==> src/rtl/uart_fifo_pkg.sv <==
// Shared defaults and helpers for the UART byte FIFO.
// Optional build macro: FIFO_PARITY_EN (per-entry even parity).
package uart_fifo_pkg;

    localparam int DEF_DATA_WIDTH = 8;
    localparam int DEF_DEPTH      = 16;

    function automatic int cnt_width(input int depth);
        return $clog2(depth + 1);
    endfunction

endpackage

==> src/rtl/uart_fifo_mem.sv <==
// Simple dual-port register array: synchronous write, registered read.
// No reset on storage or read register; the owner masks stale output.
module uart_fifo_mem
    import uart_fifo_pkg::*;
#(
    parameter int WIDTH = DEF_DATA_WIDTH,
    parameter int DEPTH = DEF_DEPTH
) (
    input  logic                     clock,
    input  logic                     wr_en,
    input  logic [$clog2(DEPTH)-1:0] wr_addr,
    input  logic [WIDTH-1:0]         wr_data,
    input  logic                     rd_en,
    input  logic [$clog2(DEPTH)-1:0] rd_addr,
    output logic [WIDTH-1:0]         rd_data
);

    logic [WIDTH-1:0] mem [DEPTH];

    always_ff @(posedge clock) begin
        if (wr_en) begin
            mem[wr_addr] <= wr_data;
        end
        if (rd_en) begin
            rd_data <= mem[rd_addr];
        end
    end

endmodule

==> src/rtl/uart_sync_fifo.sv <==
// Single-clock byte FIFO between UART datapath and host, any depth >= 2.
// Define FIFO_PARITY_EN to store and check even parity per entry.
module uart_sync_fifo
    import uart_fifo_pkg::*;
#(
    parameter int DATA_WIDTH    = DEF_DATA_WIDTH,
    parameter int DEPTH         = DEF_DEPTH,
    parameter int AFULL_THRESH  = DEPTH - 2,
    parameter int AEMPTY_THRESH = 2
) (
    input  logic                          clock,
    input  logic                          reset,
    input  logic                          wr_en,
    input  logic [DATA_WIDTH-1:0]         wr_data,
    input  logic                          rd_en,
    output logic [DATA_WIDTH-1:0]         rd_data,
    output logic                          rd_valid,
    input  logic                          flush,
    input  logic                          clr_err,
    output logic                          full,
    output logic                          empty,
    output logic                          almost_full,
    output logic                          almost_empty,
    output logic [cnt_width(DEPTH)-1:0]   count,
    output logic                          overflow,
    output logic                          underflow,
    output logic                          parity_err
);

    localparam int CW = cnt_width(DEPTH);
    localparam int PW = $clog2(DEPTH);

`ifdef FIFO_PARITY_EN
    localparam int MW = DATA_WIDTH + 1;
`else
    localparam int MW = DATA_WIDTH;
`endif

    localparam logic [PW-1:0] LAST   = PW'(DEPTH - 1);
    localparam logic [CW-1:0] FULL_C = CW'(DEPTH);
    localparam logic [CW-1:0] AF_C   = CW'(AFULL_THRESH);
    localparam logic [CW-1:0] AE_C   = CW'(AEMPTY_THRESH);

    logic [PW-1:0] wr_ptr, rd_ptr;
    logic [CW-1:0] count_next;
    logic          wr_acc, rd_acc;
    logic          data_ok;
    logic [MW-1:0] mem_wdata, mem_q;

    function automatic logic [PW-1:0] ptr_inc(input logic [PW-1:0] p);
        return (p == LAST) ? '0 : p + PW'(1);
    endfunction

    // flush squashes both requests so it never raises a sticky error
    always_comb begin
        rd_acc     = rd_en & ~empty & ~flush;
        wr_acc     = wr_en & (~full | rd_acc) & ~flush;
        count_next = count + CW'(wr_acc) - CW'(rd_acc);
        if (flush) begin
            count_next = '0;
        end
    end

    always_ff @(posedge clock) begin
        if (!reset) begin
            wr_ptr       <= '0;
            rd_ptr       <= '0;
            count        <= '0;
            full         <= 1'b0;
            empty        <= 1'b1;
            almost_full  <= 1'b0;
            almost_empty <= 1'b1;
            rd_valid     <= 1'b0;
            data_ok      <= 1'b0;
            overflow     <= 1'b0;
            underflow    <= 1'b0;
        end else begin
            if (flush) begin
                wr_ptr <= '0;
                rd_ptr <= '0;
            end else begin
                if (wr_acc) wr_ptr <= ptr_inc(wr_ptr);
                if (rd_acc) rd_ptr <= ptr_inc(rd_ptr);
            end
            count        <= count_next;
            full         <= (count_next == FULL_C);
            empty        <= (count_next == '0);
            almost_full  <= (count_next >= AF_C);
            almost_empty <= (count_next <= AE_C);
            rd_valid     <= rd_acc;
            if (rd_acc) data_ok <= 1'b1;
            overflow  <= (wr_en & ~wr_acc & ~flush) | (overflow & ~clr_err);
            underflow <= (rd_en & empty & ~flush) | (underflow & ~clr_err);
        end
    end

    uart_fifo_mem #(
        .WIDTH (MW),
        .DEPTH (DEPTH)
    ) u_mem (
        .clock   (clock),
        .wr_en   (wr_acc),
        .wr_addr (wr_ptr),
        .wr_data (mem_wdata),
        .rd_en   (rd_acc),
        .rd_addr (rd_ptr),
        .rd_data (mem_q)
    );

    // read register is unreset; show zero until the first real read
    assign rd_data = data_ok ? mem_q[DATA_WIDTH-1:0] : '0;

`ifdef FIFO_PARITY_EN
    assign mem_wdata  = {^wr_data, wr_data};
    assign parity_err = rd_valid
                      & ((^mem_q[DATA_WIDTH-1:0]) != mem_q[DATA_WIDTH]);
`else
    assign mem_wdata  = wr_data;
    assign parity_err = 1'b0;
`endif

endmodule

==> config.mk <==
export PLATFORM = sky130hd
export DESIGN_NAME = uart_sync_fifo
export DESIGN_NICKNAME = d
export VERILOG_FILES = /design/src/rtl/uart_fifo_pkg.sv /design/src/rtl/uart_fifo_mem.sv /design/src/rtl/uart_sync_fifo.sv
export SDC_FILE = /design/constraint.sdc
export NUM_CORES = 1
export LEC_CHECK = 0
export ABC_AREA = 0
export CAP_MARGIN = 10
export CORE_AREA = 2 2 113 196
export CTS_BUF_LIST = sky130_fd_sc_hd__clkbuf_4
export CTS_CLUSTER_DIAMETER = 100
export DETAILED_ROUTE_END_ITERATION = 16
export DIE_AREA = 0 0 115 198
export PLACE_DENSITY_LB_ADDON = 0.08
export SLEW_MARGIN = 20
export SYNTH_ARGS = -nofsm -noshare
export SYNTH_HDL_FRONTEND = slang
export SYNTH_SLANG_ARGS = --single-unit
==> constraint.sdc <==
create_clock -name clock -period 3.7 [get_ports clock]
set_clock_uncertainty 0.05 [all_clocks]
set_input_delay 0.555 -clock clock [delete_from_list [all_inputs] [get_ports clock]]
set_output_delay 0.555 -clock clock [all_outputs]
set_load 0.01 [all_outputs]
* Word-level counts from Yosys, hierarchy flattened
Memory sizes are Yosys's and may differ from the RTL's. A register that Yosys moved wholly into a read port is not among the register bits.
Index checks and enable logic that the tools add are counted.
** Storage, ports and cells
- RAM bits :: 128
- Flip-flop bits (word level) :: 21
- Output and inout port bits :: 21
- Memories kept :: 1
** Memory list
- u_mem.mem :: words 16, width 8, rd ports 1, clocked after memory_dff 1, write ports 1, line uart_fifo_mem.sv:18 : logic [WIDTH-1:0] mem [DEPTH];
** Operators by class
- Magnitude comparators :: 2
- Reductions and logical operators :: 2
- $add $sub $neg :: 4
- Bitwise operators :: 19
- Mux-type cells :: 6
- Equal/unequal tests :: 3
** Operators with widths (number)
- AND 1 bit :: 10
- adder 4 x 1 -> 4 bit, second input constant :: 2
- equality test 4 bit, second input constant :: 2
- 2-to-1 mux 4 bit :: 2
- 2-to-1 mux 8 bit :: 1
- NOT 1 bit :: 6
- adder 5 x 1 -> 5 bit :: 1
- equality test 5 bit, second input constant :: 1
- >= comparator 5 x 4 -> 1 bit, second input constant :: 1
- less-or-equal comparator 5 x 2 -> 1 bit, second input constant :: 1
- logical NOT 5 bit :: 1
- 2-to-1 mux 5 bit :: 1
- subtractor 5 x 1 -> 5 bit :: 1
- bitwise OR 1 bit :: 3
- 2-to-1 mux 1 bit :: 2
- OR reduction 2 bit :: 1

* Logic depth before layout (Yosys ltp)
- Word-level depth :: 10
- Depth in mapped cells :: 11
- Gate-level depth less buffers :: 11

* Cells and area by module
From an unflattened synthesis, not the netlist that was laid out.
** Second synthesis, totals
- Cell total of the unflattened synthesis :: 345
- Area total of the unflattened synthesis :: 6273.5 um^2
** Modules (own cells, without submodules)
- uart_fifo_mem :: cells each 229, seq. area each 4083.9 um^2, instances 1, area an instance 5227.5 um^2
- uart_sync_fifo :: cells each 116, seq. area each 420.4 um^2, instances 1, area an instance 1046.0 um^2

* Least setup slack after synthesis
OpenSTA, ideal clock, no wires.
- Kind :: input to register
- From :: in wr_en
- To :: reg full
- Path buffers :: 0
- Stages on the path :: 11
- Library setup time :: 96 ps
- Slack :: 765 ps
- Required time :: 3554 ps
- Arrival time :: 2789 ps
- Cells stage by stage :: nor2b_1 a21boi_4 inv_1 ha_1 inv_1 ha_1 fa_1 xnor2_1 nand3_1 mux2_2 nor4b_1
** Between the ends
- Word-level cells in the longest chain between the ends :: 6
** Ends and longest elaborated chain
- from (decl) :: line uart_sync_fifo.sv:13 : input logic wr_en,
- AND 1 bit (2 in a row) :: line uart_sync_fifo.sv:57 : wr_acc = wr_en & (~full | rd_acc) & ~flush;
- adder 5 x 1 -> 5 bit :: line uart_sync_fifo.sv:58 : count_next = count + CW'(wr_acc) - CW'(rd_acc);
- subtractor 5 x 1 -> 5 bit :: line uart_sync_fifo.sv:58
- 2-to-1 mux 5 bit :: line uart_sync_fifo.sv:59 : if (flush) begin
- equality test 5 bit :: line uart_sync_fifo.sv:86 : full <= (count_next == FULL_C);
- to (signal assigned) :: line uart_sync_fifo.sv:86
- to (decl) :: line uart_sync_fifo.sv:20 : output logic full,
Every way passes these cells.
A chain may end at the register's enable or synchronous reset.

* Final worst setup path
Same ends and word-level chain as after synthesis.

==> flow_metrics.tcl <==
set metrics [dict create \
    grt_pass1_wl_mm 21.3 \
    clk_path_buf_depth 2 \
    hp-class "flop to flop" \
    die_h_um 198 \
    setup_slack_ns 0.698 \
    drv_slew 0 \
    cts_setup_buffers 0 \
    final-setup-viol-count 0 \
    fin_util_pct 34.0 \
    post-synth-top-count-cell "edfxtp_1" \
    start_util_pct 29.3 \
    synth_edf_count 136 \
    worstPathMaxFanout 4 \
    ir_worst_vdd_mv 0.144 \
    cts_tree "built" \
    p_total_mw 3.15 \
    final_cells 677 \
    yosys_warnings 0 \
    cts_root_buf "clkbuf_4" \
    p_leak_nw 2.31 \
    hold_viol_final 0 \
    grt_max_degree 38 \
    drtIter0Drc 138 \
    whs_path_depth 2 \
    crit_type "input pin to flop" \
    pwr-share-seq_pct 62.1 \
    ys_seq_elements 157 \
    synth.avg_cell_area_um2 17.9 \
    whs_ns 0.462 \
    synthCells 349 \
    whs_endpoint "underflow$_SDFF_PN0_" \
    r2r_start "empty$_SDFF_PN1_" \
    final.setup.tns_ns 0 \
    grt_pass1_vias 3508 \
    maxSlewHeadroom_pct 46.4 \
    async_reset_ff_share_pct 0 \
    switching_share_pct 24.5 \
    area_delta_synth_final_pct 16.3 \
    routed_wl_mm 14.1 \
    outcome "finished clean" \
    rrSetupSlack_ns 0.76 \
    ant_nets 0 \
    cts-hold-fix-buffers 0 \
    die_w_um 115 \
    rsz0062_at_grt "no" \
    antenna_found_initial 1 \
    via_per_inst 4.70 \
    switchingPower_uw 770 \
    track_usage_pct 13.4 \
    num_vias 3179 \
    clkTransAtPathRegs_ns 0.15 \
    drive_gt1_share_pct 21.4 \
    syn_area_mm2 0.00624 \
    min_from "underflow$_SDFF_PN0_" \
    synth_commonest_cells "edfxtp_1 (136), mux4_2 (32), nor2_1 (28)" \
    io_buffer_count 33 \
    fmax_mhz 333 \
    maxCapViolCount 0 \
    powerDensity_mw_per_mm2 434 \
    cts_resized 0 \
    crit_arrival_ns 3.41 \
    fp.dieArea_mm2 0.0228 \
    dpl_cell_area_mm2 0.00697 \
    critPathLaunchType "input pin" \
    internal_power_mw 2.38 \
    rows 71 \
    fin_nets 433 \
    drt_first_pass_iters 4 \
    place_hpwl_mm 9.69 \
    nFillCells 2075 \
    reg2reg_depth 11 \
    r2r_end "full$_SDFF_PN0_" \
    end_kind "flop" \
    grt-ovfl-total 0 \
    synth_top_area_share_pct 65.5 \
    clock_latency_ns 0.54 \
    htree_num_levels 4 \
    yosysTopAreaCell "edfxtp_1" \
    dpl.cell_count 644 \
    p_comb_share_pct 5.5 \
    layout_min_cycle_time_ns 3.00 \
    gp_congestion 0.819 \
    drc 0 \
    wl_per_cell_um 20.8 \
    netlist-cell-type-count 41 \
    syn-num-nets 374 \
    clock_sinks 157 \
    fin_crit_sh_pct 81.1 \
    yosysSeqAreaShare_pct 72.2 \
    pre_cts_ws_ns 0.133 \
    fin_area_mm2 0.00725 \
    synth_area_leaders "edfxtp_1 (65%), mux4_2 (12%), dfxtp_1 (6.7%)" \
    cp.required_ns 4.11 \
    tightest_slew_ns 0.802 \
    coreArea_mm2 0.0213 \
    yosys_most_used_dff "edfxtp_1" \
    clkPwrFrac_pct 32.5 \
    cts-buffers-inserted 17 \
    io_pins 35 \
]
==> state kept, by name (all words and copies together) (netlist names) <==
signal and flops:
underflow 1, rd_valid 1, u_mem.mem 128, almost_empty 1
rd_ptr 4, count 5, full 1, almost_full 1
data_ok 1, u_mem.rd_data 8, overflow 1, wr_ptr 4
empty 1
==> layout make-up <==
cell class	instances	area [um2]	share of cell area (%)
repair buffers	54	500	6.90
clock inverters	15	150	2.07
diodes	1	2.50	0.0345
multi-input cells	166	1600	22.1
well taps	255	319	4.40
clock buffers	17	128	1.76
flip-flops and latches	157	4510	62.1
inverters	12	45.0	0.621
==> critical path, cell delays in order <==
cell             delay [ns]
clkdlybuf4s50_1        0.46
nor2b_1                0.22
a21boi_4               0.21
inv_1                  0.05
ha_1                   0.27
inv_1                  0.04
ha_1                   0.19
fa_1                   0.41
xnor2_1                0.33
nand3b_1               0.13
mux2_2                 0.29
nor4b_1                0.24
==> layout by cell type (no fill, tap or decap), types with 2 or more instances in the layout <==
cell             Yosys  routed
a21o_1               2       2
a21oi_1              6       6
a22oi_1             16      16
a32oi_1              2       2
and2_1              11      11
and3_1               2       2
buf_4                2      20
clkbuf_4             0      17
clkdlybuf4s50_1      0      33
clkinv_4             0       2
clkinvlp_4           0       3
dfxtp_1             21      20
edfxtp_1           136     136
ha_1                10      10
inv_1               11      11
inv_6                0       6
inv_8                0       2
mux2i_1              4       4
mux4_2              32      32
nand2_1             18      18
nand2b_1             3       3
nor2_1              28      28
nor2b_1              5       5
nor3_1               4       4
o21ai_1              2       2
xnor2_1              4       4
xor2_1               2       2
==> per-layer routing <==
metal / part of all wire (%) / global-route usage (%) / vias to the layer above
li1: - / - / 1479
met1: 37 / 13.7 / 1637
met2: 58 / 25.8 / 51
met3: 2.3 / 2.48 / 12
met4: 1.9 / 5.62 / 0
met5: 0 / 0 / -
==> power by group through the flow <==
stage               Combinational, mW  Sequential [mW]  Clock [mW]
finish                          0.172             1.95        1.02
global route                    0.191             1.96        1.14
detailed placement              0.176             1.99           0
global placement                0.174             1.99           0
floorplan                      0.0847             1.99           0
CTS                             0.177             1.95        1.07
==> how the worst max path moves through the flow <==
stage / slack (ns) / end / cells past startpoint / from
floorplan: 0.77 / full$_SDFF_PN0_ / 11 / wr_en
finish: 0.70 / full$_SDFF_PN0_ / 12 / wr_en
detailed placement: 0.13 / full$_SDFF_PN0_ / 12 / wr_en
global placement: 0.25 / full$_SDFF_PN0_ / 12 / rd_en
global route: 0.47 / full$_SDFF_PN0_ / 12 / wr_en
CTS: 0.73 / full$_SDFF_PN0_ / 11 / empty$_SDFF_PN1_
==> kinds of logic after synthesis <==
kind of cell / after synthesis / share of synthesized area (%)
multiplexers: 37 / 12.4
buffers and inverters: 26 / 2.11
AND/OR/NAND/NOR: 76 / 5.94
adder cells (fa/ha/maj): 11 / 2.33
AO/OA/AOI/OAI: 35 / 4.15
other: 1 / 0.0601
flip-flops: 157 / 72.2
XOR/XNOR: 6 / 0.842
Power figures use the tool's default switching activity.
